File: src/rtl/ft_fault_sequencer.sv
// rtl/ft_fault_sequencer.sv - multi-channel fault pulse-train sequencer with completion watchdog
module ft_fault_sequencer #(
    parameter int N_CH    = 2,
    parameter int CNT_W   = 16,
    parameter int REP_W   = 4,
    parameter int TIMEOUT = 2000,
    parameter int CH_W    = (N_CH > 1) ? $clog2(N_CH) : 1
) (
    input  logic                    clk_i,
    input  logic                    rst_i,
    input  logic                    cfg_we_i,
    input  logic [CH_W-1:0]         cfg_ch_i,
    input  logic [CNT_W-1:0]        cfg_delay_i,
    input  logic [CNT_W-1:0]        cfg_len_i,
    input  logic [CNT_W-1:0]        cfg_gap_i,
    input  logic [REP_W-1:0]        cfg_reps_i,
    input  logic                    start_i,
    input  logic                    abort_i,
    input  logic                    done_flag_i,
    output logic [N_CH-1:0]         error_o,
    output logic                    busy_o,
    output logic                    finished_o,
    output logic                    timeout_o,
    output logic [N_CH*REP_W-1:0]   pulse_cnt_o
);
    localparam int WD_W = $clog2(TIMEOUT + 1);
    localparam logic [CH_W:0] N_CH_V = (CH_W + 1)'(N_CH);

    typedef enum logic [2:0] {S_IDLE, S_DELAY, S_PULSE, S_GAP, S_DONE} state_t;

    state_t           state     [N_CH];
    logic [CNT_W-1:0] cnt       [N_CH];
    logic [CNT_W-1:0] cfg_delay [N_CH];
    logic [CNT_W-1:0] cfg_len   [N_CH];
    logic [CNT_W-1:0] cfg_gap   [N_CH];
    logic [REP_W-1:0] cfg_reps  [N_CH];
    logic [CNT_W-1:0] run_len   [N_CH];
    logic [CNT_W-1:0] run_gap   [N_CH];
    logic [REP_W-1:0] run_reps  [N_CH];
    logic [WD_W-1:0]  wd_cnt;
    logic             wd_run;
    logic             any_active;
    logic             keep_busy;
    logic             launch;
    logic             cfg_ok;

    // Counters hold "cycles remaining minus one"; a programmed 0 behaves as 1.
    function automatic logic [CNT_W-1:0] minus1(input logic [CNT_W-1:0] v);
        return (v == '0) ? '0 : v - 1'b1;
    endfunction

    // keep_busy: some channel is still running after this edge (launch edge excluded).
    always_comb begin
        any_active = 1'b0;
        keep_busy  = 1'b0;
        for (int c = 0; c < N_CH; c++) begin
            case (state[c])
                S_DELAY, S_GAP: begin
                    any_active = 1'b1;
                    keep_busy  = 1'b1;
                end
                S_PULSE: begin
                    any_active = 1'b1;
                    if (cnt[c] != '0 || pulse_cnt_o[c*REP_W +: REP_W] != run_reps[c])
                        keep_busy = 1'b1;
                end
                default: ;
            endcase
        end
    end

    assign launch = start_i && !abort_i && !any_active;
    assign cfg_ok = cfg_we_i && !busy_o && !wd_run && ({1'b0, cfg_ch_i} < N_CH_V);

    always_ff @(posedge clk_i) begin
        if (rst_i) begin
            for (int c = 0; c < N_CH; c++) begin
                cfg_delay[c] <= '0;
                cfg_len[c]   <= '0;
                cfg_gap[c]   <= '0;
                cfg_reps[c]  <= '0;
            end
        end else if (cfg_ok) begin
            cfg_delay[cfg_ch_i] <= cfg_delay_i;
            cfg_len[cfg_ch_i]   <= cfg_len_i;
            cfg_gap[cfg_ch_i]   <= cfg_gap_i;
            cfg_reps[cfg_ch_i]  <= cfg_reps_i;
        end
    end

    always_ff @(posedge clk_i) begin
        if (rst_i) begin
            for (int c = 0; c < N_CH; c++) begin
                state[c]    <= S_IDLE;
                cnt[c]      <= '0;
                run_len[c]  <= '0;
                run_gap[c]  <= '0;
                run_reps[c] <= '0;
            end
            error_o     <= '0;
            busy_o      <= 1'b0;
            pulse_cnt_o <= '0;
        end else if (abort_i) begin
            for (int c = 0; c < N_CH; c++)
                state[c] <= S_IDLE;
            error_o <= '0;
            busy_o  <= 1'b0;
        end else if (launch) begin
            // Launch snapshots the configuration so a same-edge write only affects later campaigns.
            for (int c = 0; c < N_CH; c++) begin
                state[c]    <= (cfg_reps[c] != '0) ? S_DELAY : S_DONE;
                cnt[c]      <= cfg_delay[c];
                run_len[c]  <= cfg_len[c];
                run_gap[c]  <= cfg_gap[c];
                run_reps[c] <= cfg_reps[c];
            end
            error_o     <= '0;
            busy_o      <= 1'b0;
            pulse_cnt_o <= '0;
        end else begin
            busy_o <= keep_busy;
            for (int c = 0; c < N_CH; c++) begin
                case (state[c])
                    S_DELAY, S_GAP: begin
                        if (cnt[c] == '0) begin
                            state[c]   <= S_PULSE;
                            cnt[c]     <= minus1(run_len[c]);
                            error_o[c] <= 1'b1;
                            if (pulse_cnt_o[c*REP_W +: REP_W] != '1)
                                pulse_cnt_o[c*REP_W +: REP_W] <= pulse_cnt_o[c*REP_W +: REP_W] + 1'b1;
                        end else begin
                            cnt[c] <= cnt[c] - 1'b1;
                        end
                    end
                    S_PULSE: begin
                        if (cnt[c] == '0) begin
                            error_o[c] <= 1'b0;
                            if (pulse_cnt_o[c*REP_W +: REP_W] == run_reps[c]) begin
                                state[c] <= S_DONE;
                            end else begin
                                state[c] <= S_GAP;
                                cnt[c]   <= minus1(run_gap[c]);
                            end
                        end else begin
                            cnt[c] <= cnt[c] - 1'b1;
                        end
                    end
                    default: ;
                endcase
            end
        end
    end

    // Completion wins over timeout when both land on the same edge.
    always_ff @(posedge clk_i) begin
        if (rst_i) begin
            wd_run     <= 1'b0;
            wd_cnt     <= '0;
            finished_o <= 1'b0;
            timeout_o  <= 1'b0;
        end else if (abort_i) begin
            wd_run <= 1'b0;
        end else if (launch) begin
            wd_run     <= 1'b1;
            wd_cnt     <= '0;
            finished_o <= 1'b0;
            timeout_o  <= 1'b0;
        end else if (wd_run) begin
            wd_cnt <= wd_cnt + 1'b1;
            if (done_flag_i) begin
                finished_o <= 1'b1;
                wd_run     <= 1'b0;
            end else if (wd_cnt == WD_W'(TIMEOUT - 1)) begin
                timeout_o <= 1'b1;
                wd_run    <= 1'b0;
            end
        end
    end
endmodule

File: config.mk
export PLATFORM = sky130hd
export DESIGN_NAME = ft_fault_sequencer
export DESIGN_NICKNAME = d
export VERILOG_FILES = /design/src/rtl/ft_fault_sequencer.sv
export SDC_FILE = /design/constraint.sdc
export NUM_CORES = 1
export LEC_CHECK = 0
export CORE_MARGIN = 3
export CORE_UTILIZATION = 67
export CTS_BUF_LIST = sky130_fd_sc_hd__clkbuf_4
export DETAILED_ROUTE_END_ITERATION = 16
export GPL_TIMING_DRIVEN = 1
export PLACE_DENSITY = 0.86
export SYNTH_ARGS = -nofsm -noshare
export SYNTH_HDL_FRONTEND = slang
export SYNTH_SLANG_ARGS = --single-unit
File: constraint.sdc
create_clock -name clk_i -period 11.62 [get_ports clk_i]
set_input_delay 1.743 -clock clk_i [delete_from_list [all_inputs] [get_ports clk_i]]
set_output_delay 1.743 -clock clk_i [all_outputs]
set_load 0.03 [all_outputs]
# After elaboration in Yosys (flattened, before gate mapping)
# Memory sizes are Yosys's and may differ from the RTL's.
# Cells that the tools add are included.
# Widths: inputs -> output; s select.
[word_totals]
register_bits = 25
ramBits = 214
out_inout_bits = 13
n_memories = 9
[mem_list]
columns = ["memory", "depth", "width", "rd", "rd_clocked_by_memory_dff", "wr", "line_no", "rtl"]
rows = [
  ["cfg_delay", 2, 16, 2, 0, 2, "33", "logic [CNT_W-1:0] cfg_delay [N_CH];"],
  ["cfg_gap", 2, 16, 2, 0, 2, "35", "logic [CNT_W-1:0] cfg_gap [N_CH];"],
  ["cfg_len", 2, 16, 2, 0, 2, "34", "logic [CNT_W-1:0] cfg_len [N_CH];"],
  ["cnt", 2, 16, 2, 0, 2, "32", "logic [CNT_W-1:0] cnt [N_CH];"],
  ["run_gap", 2, 16, 2, 0, 2, "38", "logic [CNT_W-1:0] run_gap [N_CH];"],
  ["run_len", 2, 16, 2, 0, 2, "37", "logic [CNT_W-1:0] run_len [N_CH];"],
  ["+3 memories", "-", "-", "-", "-", "-", "-", ""],
]
[classes]
add_sub_neg = 9
eq_ne = 18
muxes = 150
bitwise_logic = 27
reduce_logical = 48
[ops]
columns = ["op", "count"]
rows = [
  ["$mux 16", 21],
  ["$mux 1", 101],
  ["$logic_not 16->1", 6],
  ["$sub 16x1->16 const B", 6],
  ["$reduce_or 16->1", 3],
  ["$mux 3", 12],
  ["$mux 4", 9],
  ["$reduce_bool 16->1", 2],
  ["$or 1x1->1", 26],
  ["$mux 11", 2],
  ["$reduce_bool 2->1", 11],
  ["$eq 3x2->1 const B", 4],
  ["$reduce_and 4->1", 3],
  ["$add 11x1->11 const B", 1],
  ["$eq 11x11->1 const B", 1],
  ["$reduce_and 3->1", 3],
  ["$reduce_or 3->1", 3],
  ["$add 4x1->4 const B", 2],
  ["$eq 4x4->1", 2],
  ["$mux 8", 1],
  ["$ne 2x2->1 const B", 4],
  ["$ne 4x4->1", 2],
  ["$ne 4x4->1 const B", 2],
  ["$pmux 1 s2", 4],
  ["10 further kinds", 21],
]

# Longest topological paths before layout
# Gate-level depths: netlist of the first run.
[depth]
word_depth = 15
ltp_mapped = 10
mapped_depth_nobuf = 8

# Worst setup path after synthesis of the first run
# OpenSTA, ideal clock, no wires.
[synth_path]
path_kind = "input-to-reg"
startpoint = "input port abort_i"
endpoint = "memory run_gap[0][0] (enable)"
arrival_ps = 4420
t_required_ps = 11155
setup_slack_ps = 6735
path_stages = 5
n_path_buf = 2
cell_sequence = "buf_1 nor2_1 nor2_1 inv_1 clkbuf_1"
[synth_rtl]
columns = ["item", "line_no", "rtl"]
rows = [
  ["start, declared", "18", "input logic abort_i,"],
  ["end, declared", "38", ""],
]

==> results_dict.tcl, run 1 <==
set metrics [dict create \
    synth_top_cell_area_share 0.5295 \
    r2r_start "cnt[0][0]" \
    grt_pass1_wl_mm 46.32 \
    drt_iter0_markers 974 \
    yosys-top-cells-area "edfxtp_1, and2_1, dfxtp_1, xnor2_1, nor2_1" \
    holdPathEnd "finished_o" \
    timing.final.crit_share 0.3466 \
    fin_crit_ns 4.027 \
    dp_hpwl_mm 20.70 \
    rrSetupSlack_ns 8.14 \
    cts.clk_slew.worst_paths_ns 0.07 \
    yosysWarningCount 0 \
    critPathKind "input pin to flip-flop" \
    run_status "finished, final reports clean" \
    numClockSinks 239 \
    clk_latency_ns 0.70 \
    hp-start "finished_o" \
    htree_levels 2 \
    ios 72 \
    root_buffer "clkbuf_4" \
    cellLeakagePower_nw 4.987 \
    slew_headroom 0.2747 \
    final_antenna_net_count 0 \
    cp.arrival_ns 4.46 \
    nets 1225 \
    worstHoldPathType "flip-flop to flip-flop" \
    nFillCells 1086 \
    slowest_stage "clkdlybuf4s50_1" \
    tightest_slew_ns 1.088 \
    grt_start_max_net_pins 107 \
    synthCells 1057 \
    cts_tree "built" \
    drv_cap 0 \
    switchingPower_mw 0.5219 \
    cts_buffer_depth 3 \
    fin_area_um2 13800 \
    routed-via-count 8943 \
    core.rowCount 48 \
    die_area_um2 19760 \
    hold_viol 0 \
    register_area_um2 6927 \
    setup_viol 0 \
    synth_edf_count 214 \
    place_congestion 1.036 \
    fmax_mhz 248.3 \
    internal-power_mw 1.468 \
    drive_above_1_share 0.1131 \
    p_per_area_nw_per_um2 144.1 \
    hold_depth 2 \
    start_util 0.6920 \
    finClkSkew_ns 0.04023 \
    dr.pass1.iters 5 \
    cts_hold_buffers 0 \
    area_growth_pct 13.75 \
    critPathLaunch "abort_i" \
    slew_violations 0 \
    clockPowerShare 0.363 \
    syn_nets 1129 \
    swShare 0.2623 \
    pre_cts_ws_ns 6.981 \
    gr-usage-all-layers 0.2992 \
    antenna_found_initial 1 \
    rsz0062_at_grt "false" \
    irDropWorstVdd_mv 0.1365 \
    synth_cell_types 77 \
    cp-end-kind "flip-flop" \
    p_comb_frac 0.111 \
    die_h_um 140.6 \
    core_um2 17540 \
    synth_top_area_cell "edfxtp_1" \
    reg2reg_depth 6 \
    route.detailed.drc 0 \
    grt-ovfl-total 0 \
    synth_flop_cell "edfxtp_1" \
    cp-start-kind "input pin" \
    die_w_um 140.6 \
    async_reset_ff_frac 0 \
    r2r-end "cnt[0][10]" \
    viasPerCell 6.258 \
    post-cts-setup-buffer-count 0 \
    cts_resized 0 \
    setup_ws_ns 7.593 \
    cts_made_buffers 60 \
    syn_area_um2 12140 \
    power_frac_seq 0.527 \
    place_area_um2 13010 \
    cp_cell_sequence "clkdlybuf4s50_1 > nor3_1 > nand3b_1 > nor2_1 > a311oi_1 > a211o_1 > a22o_1" \
    ys_seq_area_frac 0.5708 \
    yosys_register_bits 239 \
    grt_pass1_vias 8661 \
    wl_per_cell_um 20.52 \
    cp.required_ns 12.05 \
    finalSetupTns_ns 0 \
    wirelength_mm 29.33 \
    avgSynthCellArea_um2 11.48 \
    io_buffer_count 71 \
    cp_max_fo 13 \
    multi_input_area_um2 4972 \
    max_stage_delay_ns 0.69 \
]
## logic make-up (layout without fill, tap and decap cells)
family / after synthesis / in the layout / synth area share
compound gates: 146 / 146 / 0.08444
simple gates: 498 / 498 / 0.2363
other cells: 0 / 1 / 0
mux: 13 / 13 / 0.01103
fa+ha+maj: 13 / 13 / 0.01340
buf+inv: 61 / 207 / 0.02124
xor+xnor: 87 / 87 / 0.06279
flops: 239 / 239 / 0.5708
## flip-flops by register name, indices dropped and copies added, names as in the netlist, 2 cells and up
signal / cells
run_len: 32
pulse_cnt_o: 8
error_o: 2
cfg_len: 32
wd_cnt: 11
run_reps: 8
cnt: 32
cfg_reps: 8
state: 6
cfg_gap: 32
run_gap: 32
cfg_delay: 32
## synth_stat cells (15+ instances only)
cell	instances
a21oi_1	27
a22oi_1	15
and2_1	177
clkbuf_1	32
dfxtp_1	25
edfxtp_1	214
inv_1	18
nand2_1	60
nand3_1	20
nand4_1	18
nor2_1	88
nor3_1	37
nor4_1	22
o21ai_0	18
o22ai_1	16
xnor2_1	51
xor2_1	36
## worst max-delay path, delay by kind of cell
kind | cells | cell delay [ns]
simple gates | 3 | 1.37
buf+inv | 1 | 0.69
compound gates | 3 | 0.64
## power groups by stage
stage / clock network, mW / registers [mW] / logic [mW]
2_1_floorplan: 0 / 1.05 / 0.145
3_3_place_gp: 0 / 1.06 / 0.212
3_5_place_dp: 0 / 1.06 / 0.215
4_1_cts: 0.732 / 1.05 / 0.217
5_1_grt: 0.780 / 1.05 / 0.239
6_report: 0.722 / 1.05 / 0.220
## layout make-up
type / count / area share
timing repair buffer: 77 / 0.05474
sequential: 239 / 0.5018
antenna: 1 / 0.0001813
tap: 225 / 0.02039
clock inverter: 21 / 0.008248
multi-input combinational: 757 / 0.3602
clock buffer: 91 / 0.04949
inverter: 18 / 0.004985
## per-stage QoR
step,cells,power [mW],hold slack [ns],util
after global placement,1316,1.274,0.4505,0.7416
after CTS,1428,1.995,0.4758,0.7870
after global routing,1429,2.072,0.5202,0.7872
after floorplan,1057,1.194,0.4722,-
final,1429,1.990,0.4736,0.7872
after detailed placement,1316,1.280,0.4604,0.7416
## cells in the final DEF (no fill, tap or decap), types with 4 or more instances in the layout
cell | netlist | final
and2_1 | 177 | 177
nand2b_1 | 6 | 6
clkinv_2 | 0 | 4
xor2_1 | 36 | 36
buf_4 | 0 | 6
clkinv_1 | 0 | 16
a21oi_1 | 27 | 27
a22oi_1 | 15 | 15
ha_1 | 13 | 13
o21ai_0 | 18 | 18
nand3b_1 | 4 | 4
nand4_1 | 18 | 18
clkbuf_4 | 0 | 91
or2_2 | 4 | 4
a31oi_1 | 8 | 8
edfxtp_1 | 214 | 214
nor3_1 | 37 | 37
a221oi_1 | 6 | 6
o31ai_1 | 6 | 6
nor4_1 | 22 | 22
xnor2_1 | 51 | 51
nor2_1 | 88 | 88
dfxtp_1 | 25 | 25
clkdlybuf4s50_1 | 0 | 71
o211ai_1 | 8 | 8
or3_1 | 10 | 10
o21a_1 | 5 | 5
nand2_1 | 60 | 60
nand3_1 | 20 | 20
o22ai_1 | 16 | 16
mux2i_1 | 10 | 10
nor2b_1 | 6 | 6
or4_1 | 9 | 9
inv_1 | 18 | 17
## how the worst max path moves through the flow
| stage | end | cells after the start |
|---|---|---|
| floorplan | run_gap[0][0] | 5 |
| global placement | cnt[1][10] | 7 |
| detailed placement | cnt[1][1] | 7 |
| CTS | cnt[1][0] | 7 |
| global route | cnt[1][1] | 7 |
| finish | cnt[0][1] | 7 |
## routing by layer
| layer | global-route usage | vias up | part of all wire | routed length, um |
|---|---|---|---|---|
| li1 | - | 4113 | - | - |
| met1 | 0.3961 | 4248 | 0.39 | 11320 |
| met2 | 0.4937 | 511 | 0.49 | 14270 |
| met3 | 0.06445 | 71 | 0.095 | 2793 |
| met4 | 0.1081 | 0 | 0.032 | 947 |
| met5 | 0 | - | 0 | 0 |
No activity file was read; power rests on OpenSTA's default activity.
==> inputs of run 2 (changes only) <==
CORE_UTILIZATION = 62   (was 67)
PLACE_DENSITY = 0.81   (was 0.86)
clock period = 3.8 ns   (was 11.62 ns; I/O delays follow)
==> results_dict.tcl, run 2 (synthesis results as in run 1) <==
set metrics [dict create \
    run_status "finished, final reports clean" \
    nets 1238 \
    layout_commonest_cell "edfxtp_1" \
    critPathKind "flip-flop to flip-flop" \
    cts_hold_buffers 0 \
    tightest_slew_ns 0.7939 \
    slew_violations 0 \
    clk_latency_ns 0.70 \
    route.detailed.drc 0 \
    fmax_mhz 325.7 \
    cts_made_buffers 60 \
    numClockSinks 239 \
    area_growth_pct 15.32 \
    cp.arrival_ns 3.60 \
    core.rowCount 50 \
    finClkSkew_ns 0.05027 \
    cp-start-kind "flip-flop" \
    wirelength_mm 29.38 \
    cp.required_ns 4.33 \
    whs_ns 0.4689 \
    viasPerCell 5.975 \
    gr-usage-all-layers 0.2768 \
    fin_area_um2 13990 \
    grt_pass1_wl_mm 46.27 \
    root_buffer "clkbuf_4" \
    place_congestion 0.9496 \
    antenna_found_initial 1 \
    ios 72 \
    power_mw 6.117 \
    cts.clk_slew.worst_paths_ns 0.07 \
    grt_pass1_vias 8597 \
    drv_cap 0 \
    finalSetupTns_ns 0 \
    rsz0062_at_grt "false" \
    final_cell_mix "edfxtp_1, and2_1, clkbuf_4, nor2_1, clkdlybuf4s50_1" \
    cts_resized 0 \
    start_util 0.6402 \
    drt_iter0_markers 814 \
    slew_headroom 0.4659 \
    htree_levels 2 \
    cp_max_fo 14 \
    grt_start_max_net_pins 64 \
    wl_per_cell_um 19.85 \
    die_area_um2 21290 \
    die_h_um 145.9 \
    irDropWorstVdd_mv 0.3345 \
    core_um2 18960 \
    dp_hpwl_mm 20.99 \
    grt-ovfl-total 0 \
    multi_input_area_um2 4972 \
    hold_viol 0 \
    cp-end-kind "flip-flop" \
    p_per_area_nw_per_um2 437.1 \
    dr.pass1.iters 5 \
    cts_buffer_depth 3 \
    timing.final.crit_share 0.8081 \
    nFillCells 1333 \
    final_antenna_net_count 0 \
    register_area_um2 6927 \
    worstHoldPathType "flip-flop to flip-flop" \
    drive_above_1_share 0.1265 \
    post-cts-setup-buffer-count 0 \
    cellLeakagePower_nw 5.068 \
    io_buffer_count 71 \
    cts_tree "built" \
    place_area_um2 13170 \
    routed-via-count 8843 \
    setup_viol 0 \
    fin_crit_ns 3.071 \
    die_w_um 145.9 \
]
run 2: final cells by class:
type | instances | share of cell area
diodes | 3 | 0.0005364
clock buffers | 92 | 0.04935
clock inverters | 21 | 0.008941
inverters | 18 | 0.004917
multi-input cells | 757 | 0.3553
flip-flops and latches | 239 | 0.4949
well taps | 260 | 0.02325
repair buffers | 90 | 0.06276
run 2: report_power, final:
group	internal, mW	switching, mW	total (mW)
clock network	1.18	1.04	2.22
logic	0.281	0.409	0.690
registers	3.06	0.148	3.20
run 2: worst paths after layout:
path / depth (start not counted) / end / start / slack, ns
min: 2 / finished_o / finished_o / 0.47
min reg2reg: 2 / finished_o / finished_o / 0.47
max: 8 / cnt[1][12] / cnt[1][0] / 0.73
max reg2reg: 8 / cnt[1][12] / cnt[1][0] / 0.73
run 2: critical path, cell delays in order (launching register included):
cell and delay, ns:
edfxtp_1 0.46, inv_1 0.11, ha_1 0.14, nor3b_1 0.33, nand4_2 0.27, or4b_1 0.76
a21oi_4 0.46, a221oi_1 0.16, nor3b_2 0.21
run 2: stage by stage:
stage / utilization / std cells / worst slack, ns
global placement: 0.6949 / 1364 / 0.7531
global route: 0.7382 / 1479 / 0.5219
detailed placement: 0.6949 / 1364 / 0.7362
floorplan: - / 1057 / 1.110
finish: 0.7383 / 1480 / 0.7293
CTS: 0.7379 / 1477 / 0.7740
run 2: layer usage:
layer / GRT usage / vias up / wire [um]
met3: 0.06260 / 85 / 2393
met1: 0.3761 / 4191 / 12260
li1: - / 4158 / -
met4: 0.1173 / 0 / 1097
met5: 0 / - / 0
met2: 0.4336 / 409 / 13630
